<file path="src/rtl/seg_display_ctrl_pkg.sv">
// Shared bus-side definitions for the seven-segment MMIO port, so the bus
// controller and the display controller agree on types and the port address.
package seg_display_ctrl_pkg;

    typedef logic [31:0] type_data;
    typedef logic [3:0]  type_nibble;
    typedef logic [6:0]  type_seg_code;

    // Word address of the seven-segment register in the MMIO map.
    localparam type_data P_SEG = 32'h0000_7f08;

endpackage

</file>
<file path="src/rtl/seg_display_ctrl_if.sv">
// Store port from the bus controller into the display controller: data plus
// a single-cycle write strobe, no backpressure.
interface seg_display_ctrl_if;
    import seg_display_ctrl_pkg::*;

    type_data iSeg;
    logic     iSegWe;

    modport master (output iSeg, output iSegWe);
    modport slave  (input  iSeg, input  iSegWe);
endinterface

</file>
<file path="src/rtl/seg_display_ctrl_hex_decode.sv">
// Hex nibble to active-low segment pattern {g,f,e,d,c,b,a}.
module seg_hex_decode
    import seg_display_ctrl_pkg::*;
(
    input  type_nibble   nib,
    output type_seg_code seg
);

    always_comb begin
        unique case (nib)
            4'h0: seg = 7'h40;
            4'h1: seg = 7'h79;
            4'h2: seg = 7'h24;
            4'h3: seg = 7'h30;
            4'h4: seg = 7'h19;
            4'h5: seg = 7'h12;
            4'h6: seg = 7'h02;
            4'h7: seg = 7'h78;
            4'h8: seg = 7'h00;
            4'h9: seg = 7'h10;
            4'hA: seg = 7'h08;
            4'hB: seg = 7'h03;
            4'hC: seg = 7'h46;
            4'hD: seg = 7'h21;
            4'hE: seg = 7'h06;
            4'hF: seg = 7'h0E;
        endcase
    end

endmodule

</file>
<file path="src/rtl/seg_display_ctrl.sv">
// Holds the last stored word and scans it as 8 hex digits onto a
// common-anode display, digit 0 = bits [3:0]; all pin outputs are registered.
module seg_display_ctrl
    import seg_display_ctrl_pkg::*;
#(
    parameter int SCAN_DIV = 100000,
    parameter bit BLANK_LZ = 1'b0
) (
    input  logic               clk,
    input  logic               rst,
    seg_display_ctrl_if.slave  bus,
    output logic [7:0]         oAn,
    output type_seg_code       oCa,
    output logic               oDp
);

    localparam int CNT_W = $clog2(SCAN_DIV);
    localparam logic [CNT_W-1:0] PRESC_LAST = CNT_W'(SCAN_DIV - 1);

    type_data         disp;
    logic [CNT_W-1:0] presc;
    logic [2:0]       idx;

    type_nibble       nib;
    type_seg_code     code;
    logic             blank;

    assign nib = disp[{idx, 2'b00} +: 4];

    seg_hex_decode u_hex_decode (
        .nib (nib),
        .seg (code)
    );

    // A digit above 0 is dark when it and every more significant nibble is zero.
    assign blank = BLANK_LZ && (idx != 3'd0) && ((disp >> {idx, 2'b00}) == '0);

    // NOTE: sequential state uses non-blocking assignments so every register
    // samples pre-edge values; a write and an index wrap on the same edge both land.
    always_ff @(posedge clk or negedge rst) begin
        if (!rst) begin
            disp  <= '0;
            presc <= '0;
            idx   <= '0;
        end else begin
            if (bus.iSegWe) begin
                disp <= bus.iSeg;
            end
            if (presc == PRESC_LAST) begin
                presc <= '0;
                idx   <= idx + 3'd1;
            end else begin
                presc <= presc + 1'b1;
            end
        end
    end

    always_ff @(posedge clk or negedge rst) begin
        if (!rst) begin
            oAn <= 8'hFF;
            oCa <= 7'h7F;
            oDp <= 1'b1;
        end else begin
            oAn <= blank ? 8'hFF : ~(8'b1 << idx);
            oCa <= blank ? 7'h7F : code;
            oDp <= 1'b1;
        end
    end

endmodule

</file>
<file path="src/flat_wrapper.sv">
// flat-port wrapper written by rule: the top's interface ports become plain ports
module seg_display_ctrl_flat import seg_display_ctrl_pkg::*;
#(
    parameter int SCAN_DIV = 100000,
    parameter bit BLANK_LZ = 1'b0
)
  (clk, rst, oAn, oCa, oDp, bus_iSeg, bus_iSegWe);
  seg_display_ctrl_if bus_i ();
  input  logic clk;
  input  logic rst;
  output logic [7:0] oAn;
  output type_seg_code oCa;
  output logic oDp;
  input wire logic [$bits(bus_i.iSeg)-1:0] bus_iSeg;
  input wire logic [$bits(bus_i.iSegWe)-1:0] bus_iSegWe;
  assign bus_i.iSeg = bus_iSeg;
  assign bus_i.iSegWe = bus_iSegWe;
  seg_display_ctrl #(.SCAN_DIV(SCAN_DIV), .BLANK_LZ(BLANK_LZ)) u_core (.clk(clk), .rst(rst), .bus(bus_i), .oAn(oAn), .oCa(oCa), .oDp(oDp));
endmodule
</file>
<file path="config.mk">
export PLATFORM = sky130hd
export DESIGN_NAME = seg_display_ctrl_flat
export DESIGN_NICKNAME = d
export VERILOG_FILES = /design/src/rtl/seg_display_ctrl_pkg.sv /design/src/rtl/seg_display_ctrl_if.sv /design/src/rtl/seg_display_ctrl_hex_decode.sv /design/src/rtl/seg_display_ctrl.sv /design/src/flat_wrapper.sv
export SDC_FILE = /design/constraint.sdc
export NUM_CORES = 1
export LEC_CHECK = 0
export BUFFER_PORTS_ARGS = -buffer_cell sky130_fd_sc_hd__buf_2
export CORE_ASPECT_RATIO = 1.75
export CORE_MARGIN = 3
export CORE_UTILIZATION = 60
export CTS_CLUSTER_DIAMETER = 120
export DETAILED_ROUTE_END_ITERATION = 8
export PLACE_DENSITY_LB_ADDON = 0.15
export SYNTH_ARGS = -nofsm -noshare
export SYNTH_HDL_FRONTEND = slang
export SYNTH_SLANG_ARGS = --single-unit
</file>
<file path="constraint.sdc">
create_clock -name clk -period 6.1 [get_ports clk]
set_input_delay 1.22 -clock clk [delete_from_list [all_inputs] [get_ports clk]]
set_output_delay 1.22 -clock clk [all_outputs]
set_load 0.01 [all_outputs]
</file>
==> results of run 1 <==
==> layer usage <==
metal  share of wire, %  up-vias  GRT usage, %
met1                 36      962         21.16
met4                1.5        0         7.513
met2                 59       37         35.45
li1                   -      909             -
met5                  0        -             0
met3                3.5        9         4.847
==> kinds of logic (layout without fill, tap and decap cells) <==
family / after synthesis / count (layout) / synth area share [%]
buffers and inverters: 20 / 77 / 2.942
adder cells (fa/ha/maj): 13 / 13 / 5.169
multiplexers: 54 / 54 / 23.18
AND/OR/NAND/NOR: 48 / 48 / 8.350
XOR/XNOR: 15 / 15 / 4.175
other: 1 / 1 / 0.1192
AO/OA/AOI/OAI: 10 / 10 / 2.187
flip-flops: 67 / 67 / 53.88
==> placed cells by master (no fill, tap or decap), types with 4 or more instances in the layout <==
| master | n |
|---|---|
| nor2_1 | 8 |
| xnor2_1 | 11 |
| mux2i_1 | 8 |
| nand3_1 | 7 |
| nand2_1 | 12 |
| inv_1 | 9 |
| ha_1 | 13 |
| mux2_2 | 35 |
| mux4_2 | 4 |
| mux4_1 | 4 |
| clkbuf_8 | 12 |
| dfstp_2 | 15 |
| and4_1 | 4 |
| dfrtp_1 | 52 |
| xor2_1 | 4 |
| buf_2 | 49 |
==> power by group <==
group	switching [mW]	total, mW	leakage (nW)	internal, mW
sequential	0.0148	0.494	0.796	0.479
clock	0.147	0.327	0.0965	0.180
combinational	0.0482	0.103	0.756	0.0545
total	0.210	0.924	1.65	0.714
==> sequential cells by signal, summed over array words and instances (netlist names) <==
| name | cells |
|---|---|
| u_core.idx | 3 |
| u_core.presc | 17 |
| u_core.disp | 32 |
| u_core.oAn | 8 |
| u_core.oCa | 7 |
==> worst min path at each step <==
stage,startpoint,end,slack (ps),cells after the start
after floorplan,u_core.presc[0],u_core.presc[0],450,1
after global placement,u_core.presc[0],u_core.presc[0],470,1
after detailed placement,u_core.presc[0],u_core.presc[0],470,1
after CTS,u_core.presc[0],u_core.presc[0],480,1
after global routing,u_core.presc[0],u_core.presc[0],510,1
final,u_core.presc[0],u_core.presc[0],480,1
==> stage by stage <==
stage	hold WS, ps	cells	setup WS, ps	util [%]
2_1_floorplan	447.6	228	3880	-
3_3_place_gp	468.6	323	3581	68.12
3_5_place_dp	473.7	323	3479	68.12
4_1_cts	483.0	339	3474	71.76
5_1_grt	507.4	339	3255	71.76
6_report	481.4	339	3481	71.76
==> layout make-up <==
type | count | area share (%)
timing repair buffer | 51 | 7.225
tap | 54 | 1.876
inverter | 10 | 1.042
multi-input combinational | 141 | 37.72
sequential | 67 | 47.07
clock inverter | 2 | 0.2779
clock buffer | 14 | 4.793
==> results, run 1 <==
- For this configuration, the core starts out at a cell density of 62.69%.
- The total number of yosys warnings is 0.
- The DRC violation total after the first TritonRoute iteration is 51.
- The worst reg-to-reg setup slack is 3480 ps.
- The most used flip-flop cell after synthesis is dfrtp_1.
- In the final routed layout, each cell accounts on average for 16.05 µm.
- The total non-filler cell area in the finished layout is 3602 µm².
- From bottom edge to top edge, the die measures 101.8 µm.
- The timing startpoint of the critical path is u_core.idx[0].
- The startpoint of the worst register-to-register path is u_core.idx[0].
- Overall power consumption after layout is estimated at 924.0 µW.
- The maximum number of pins on one net before global-route repair is 68.
- The number of slew-limit violations in the final report is 0.
- Measured in cells, the most critical reg-to-reg path has a length of 7.
- Once detailed placement completed, the half-perimeter wirelength came to 4124 µm.
- The global routing usage summed across all routing layers is 19.61%.
- In this run the clock root is driven by a clkbuf_8.
- The critical path is of the flip-flop to flip-flop type.
- The buffer count from post-CTS setup fixing is 0.
- CTS built an H-tree with a depth of 3.
- Setup repair after global routing left no endpoint under its margin.
- Cells with a size suffix above 1 make up 44.21% of the layout.
- The longest individual stage delay on the worst path is 670 ps.
- In the routed design, unresolved DRC markers number 0.
- The cts-stage hold buffer count is 0.
- Along the worst path, the maximum fanout reaches 11.
- Clock tree synthesis inserted a total of 9 buffers.
- The global-route wire length before repair is 8735 µm.
- The width of the die is 60.75 µm.
- The tree built by TritonCTS fans out to 67 sinks.
- The share of the yosys chip area belonging to registers is 53.88%.
- The synthesized netlist occupies a cell area of 3147 µm².
- In this run the tool buffered the top-level ports with 49 buffer cells.
- The clock transition at the registers of the reported paths is 70 ps.
- By count the netlist is led by dfrtp_1 (52), mux2_2 (35), dfstp_2 (15).
- The number of max-capacitance violations reported is 0.
- The number of instances in the synthesized netlist is 228.
- Clock skew on the completed layout was measured at 7.768 ps.
- The total area of sequential cells is 1695 µm².
- Summed over all cells, the static leakage comes to 1.649 nW.
- Counting the fill cells in the layout gives 374.
- The master of the slowest instance on the critical path is dfrtp_1.
- The total I/O pin count is 51.
- For this run, asynchronously set or reset flops after synthesis account for 100.0%.
- In the post-synthesis netlist, the biggest area contributors are dfrtp_1 (41%), dfstp_2 (13%), mux2_2 (13%), ha_1 (5.2%), mux4_1 (3.3%).
- The final route contains 1,917 vias.
- Of all cell types, the one taking the most synthesized area is dfrtp_1.
- The combined buffer and inverter count along the critical path is 2.
- The CTS tree is done.
- The maximum vdd ir drop is 0.1791 mV.
- The multi-input combinational cell area is 1359 µm².
- The most critical setup path has its endpoint at u_core.oCa[5].
- The standard cell core area is 5020 µm².
- The critical path crosses 7 cells after its start point.
- The area after detailed placement is 3420 µm².
- In this run the tightest slew margin relative to its limit is 45.67%.
- The kind of start point of the critical path is a flip-flop.
- Routability-driven placement finished with a final weighted congestion of 0.8591.
- Of the post-synthesis cell area, the dominant cell type holds 41.35%.
- The total wire length after detailed routing is 5441 µm.
- After layout, the worst path uses 42.94% of the clock period.
- Counting every net in the synthesized netlist gives 276.
- The clock reaches the later pin of the worst-skew pair after 320 ps.
- The number of failing hold endpoints at the final stage came to 0.
- The count of cells resized by post-cts repair is 0.
- The required arrival time at the worst endpoint is 6360 ps.
- In the final timing run, aggregate negative setup slack is 0 ps.
- The highest clock frequency the design can meet is 0.3818 GHz.
- STA classifies the critical path endpoint as a flip-flop.
- The number of global-route vias before repair came to 1,911.
- The remaining antenna violation count after routing is 0.
- The power per cell area is 256.5 nW/µm².
- The clock tree buffer depth is 2.
- The number of enable flip-flop cells after synthesis is 0.
- The count of standard-cell rows is 34.
- The run finished with clean final reports.
- After synthesis the netlist holds a flip-flop and latch count of 67.
- In this run the critical register-to-register path is captured at u_core.oCa[5].
- The number of search-and-repair iterations in the first detailed-routing pass is 4.
- At the worst endpoint, the arrival time is 2870 ps.
- The synthesized netlist contains 41 unique library cells.
- The initial antenna violation count is 0.
- The number of antenna repair diodes is 0.
- The number of nets in the layout is 328.
- Traced cell by cell, the critical path runs through mux4_1, mux2i_1, inv_1, ha_1, inv_1, mux2i_1, a22o_2.
- The total of endpoints with negative setup slack in the final report is 0.
- At the pin with the least slew margin, the transition time is 814.9 ps.
- Each instance of the synthesized netlist takes up on average 13.80 µm².
- Dividing the detail-routed via count by the number of cells gives 5.655.
- The family of cells with the greatest summed delay on the critical path is multiplexers.
- The die covers 6184 µm².
- The time the worst path needs with I/O delays and setup is 2619 ps.
- The class of the most critical hold timing path is flip-flop to flip-flop.
- The synthesis-to-finish area growth is 14.47%.
- The most frequent cell after synthesis is dfrtp_1.
- The total overflow left after global routing is 0.
(Power assumes the default switching activity.)
==> run 2: changes to the inputs <==
- CORE_UTILIZATION: 60 -> 51
- clock period: 6.1 -> 2.4 ns (I/O delays scaled with it)
==> run 2 against run 1 <==
Critical path type unchanged; hold slack got worse by 340 ps; total power rose to 2.8 times the previous value; design area grew 4.0%; global-route usage down 1.5 points; register-to-register slack got worse by 3300 ps; sequential share of layout area fell by 1.8 points; largest power group unchanged.
==> results, run 2 (synthesized netlist as in run 1, its figures left out) <==
- From left edge to right edge, the die measures 65.38 µm.
- The number of nets in the layout is 333.
- The worst setup path is of the flip-flop to flip-flop kind.
- The initial antenna violation count is 0.
- The largest registers in the layout are u_core.disp x32, u_core.presc x17, u_core.oAn x8.
- The switching part of the total is 21.57%.
- The via count normalized by instance count is 5.193.
- The number of failing hold endpoints at the final stage is 0.
- The element type at the critical path end is a flip-flop.
- The largest fanout on the critical path is 7.
- The clock tree root buffer cell is clkbuf_8.
- The power dissipated by switching net loads is 567.5 µW.
- TritonCTS created 9 clock buffers.
- The global-route wire length before repair is 9535 µm.
- The H-tree depth is 3.
- The standard cell core area is 5926 µm².
- The number of global-route vias before repair was 2,030.
- The number of search-and-repair iterations in the first detailed-routing pass is 4.
- The die footprint is 7186 µm².
- The post-route netlist has 45.86% of its cells at a drive strength greater than 1.
- Walking the worst path, the cells encountered are mux4_1, mux2i_1, buf_4, ha_1, inv_1, or3_1, o21ai_1.
- The worst setup skew after layout is 11.07 ps.
- The number of slew-limit violations in the final report was 0.
- During I/O placement, the number of pins put on the boundary was 51.
- Across all layers, the routed design uses 1,911 vias.
- The setup TNS is 0 ps.
- In this run the core area contains 37 standard-cell rows.
- The library cell used most frequently in the layout, excluding fill and tap cells, is dfrtp_1.
- In this run the remaining antenna-violating nets after routing total 0.
- The fraction of power consumed by combinational cells is 10.3%.
- Of the available clock period, the critical path in the final layout requires 90.65%.
- The DRC violation total after the first TritonRoute iteration is 55.
- Setup violations remaining at the end of the flow were counted as 0.
- Once the floorplan was initialized, standard cells occupied 53.10% of the core.
- The buffer count from post-CTS setup fixing is 0.
- The total wire length after detailed routing is 5616 µm.
- For the worst-skew pair, the clock arrives at the later sink with an insertion delay of 340 ps.
- Counting flops per register, the top entry is u_core.disp.
- The analysis attributes to cell leakage a power of 1.704 nW.
- Global routing consumed, on the met3 layer, 2.761% of the routing resources.
- The routability-driven placement congestion ratio is 0.7801.
- After filler insertion, the fill cell instance count of the layout stands at 520.
- The global-route congestion overflow total is 0.
- In the global route stage, overall resource usage came out at 18.11%.
- The power per cell area is 702.2 nW/µm².
- For the finished layout, the period the worst path requires is 2176 ps.
- Leaving out fill and tap cells, the most frequent cells in the layout are dfrtp_1 (52), buf_2 (49), mux2_2 (35), dfstp_2 (15).
- The cell internal power dissipation is 2.063 mW.
- The flow ran to the end, and the final reports show no timing, DRC or antenna violations.
- The highest-utilization routing layer at the global route stage is met2.
- The path class of the tightest hold or removal check is primary input to async pin.
- The clock network accounts for 42.0% of the total power.
- The count of cells resized by post-cts repair is 0.
- The overall power of the completed layout is 2.631 mW.
- The synthesis-to-finish area growth is 19.05%.
- The maximum number of pins on one net before global-route repair is 68.
- The post-detailed-route wirelength per cell is 15.26 µm.
- For the pin with the worst max-slew slack, the measured transition is 667.1 ps.
- In this design, the stage delay of the slowest critical-path cell is 590 ps.
- The vertical die dimension is 109.9 µm.
- IR analysis of the VDD net gives a maximum drop of 0.6637 mV.
- Max-cap violations in this run came to 0.
- The register with the most flip-flops in the layout has 32 of them.
- The count of buffers added on input and output ports is 49.
- The cts-stage hold buffer count is 0.
- The normalized max-slew margin is 55.52%.
- The slowest stage of the critical path is the mux4_1 cell.
- The DRC violations left is 0.
- In this run the deepest clock path goes through 2 buffers.
- Detailed placement finished with a half-perimeter wire length of 4271 µm.
- The clock net in this run drives a total of 67 sinks.
- The arrival time at the worst endpoint is 2440 ps.
- The required arrival time at the worst endpoint is 2660 ps.
- For met1 alone, demand over resource in global routing was 19.34%.
- Clock-pin slew was measured on the worst setup and hold paths at 70 ps.
- Setup repair after global routing left no endpoint under its margin.
- The highest clock frequency the design can meet is 0.4596 GHz.
- TritonCTS built the clock tree.
- Per report_power, the sequential group accounts for 47.7% of the total.
- In the global route stage, met2 resource usage came out at 32.56%.
- The kind of start point of the critical path is a flip-flop.
- The repair_antennas step left the layout with diodes totalling 0.
==> run 2: power by group through the flow <==
stage	clock network (mW)	registers [mW]	logic (mW)
after floorplan	0	1.27	0.165
after global routing	1.17	1.26	0.303
after detailed placement	0	1.28	0.277
final	1.11	1.25	0.270
after global placement	0	1.28	0.270
after CTS	1.14	1.26	0.278
==> run 2: layout make-up <==
cell class | instances | area, µm² | area share [%]
clock buffers | 13 | 178.9 | 4.776
clock inverters | 3 | 67.56 | 1.804
well taps | 78 | 97.59 | 2.605
inverters | 10 | 37.54 | 1.002
multi-input cells | 141 | 1359 | 36.27
repair buffers | 56 | 310.3 | 8.283
flip-flops and latches | 67 | 1695 | 45.26
==> run 2: worst paths after layout <==
path,from,endpoint,slack [ps],cells after the start
setup / recovery,u_core.idx[0],u_core.oCa[1],220,7
min in group clk,bus_iSeg[17],u_core.disp[17],370,2
hold / removal,rst,u_core.presc[13],150,2
max in group asynchronous,rst,u_core.oAn[1],1930,2
setup reg to reg,u_core.idx[0],u_core.oCa[1],220,7
hold reg to reg,u_core.presc[0],u_core.presc[0],470,1
==> run 2: layer usage <==
layer	vias up	part of all wire, %
met1	938	37
met3	12	3.1
met2	40	57
met4	0	2.8
li1	921	-
met5	-	0
==> run 2: critical path, delay by kind of cell (launching register included) <==
family | cells | cell delay [ps]
AO/OA/AOI/OAI | 1 | 80
adder cells (fa/ha/maj) | 1 | 140
buffers and inverters | 2 | 210
flip-flops | 1 | 530
multiplexers | 2 | 770
AND/OR/NAND/NOR | 1 | 360
==> run 2: stage by stage <==
step           std cells  util [%]  instance area, µm²  hold slack, ps  setup WS (ps)
2_1_floorplan        228         -                3147           184.4          195.5
3_3_place_gp         352     59.06                3500           457.2          271.3
3_5_place_dp         352     59.06                3500           466.6          228.7
4_1_cts              368     63.22                3746           149.7          197.0
5_1_grt              368     63.22                3746           176.6          1.500
6_report             368     63.22                3746           146.3          224.4
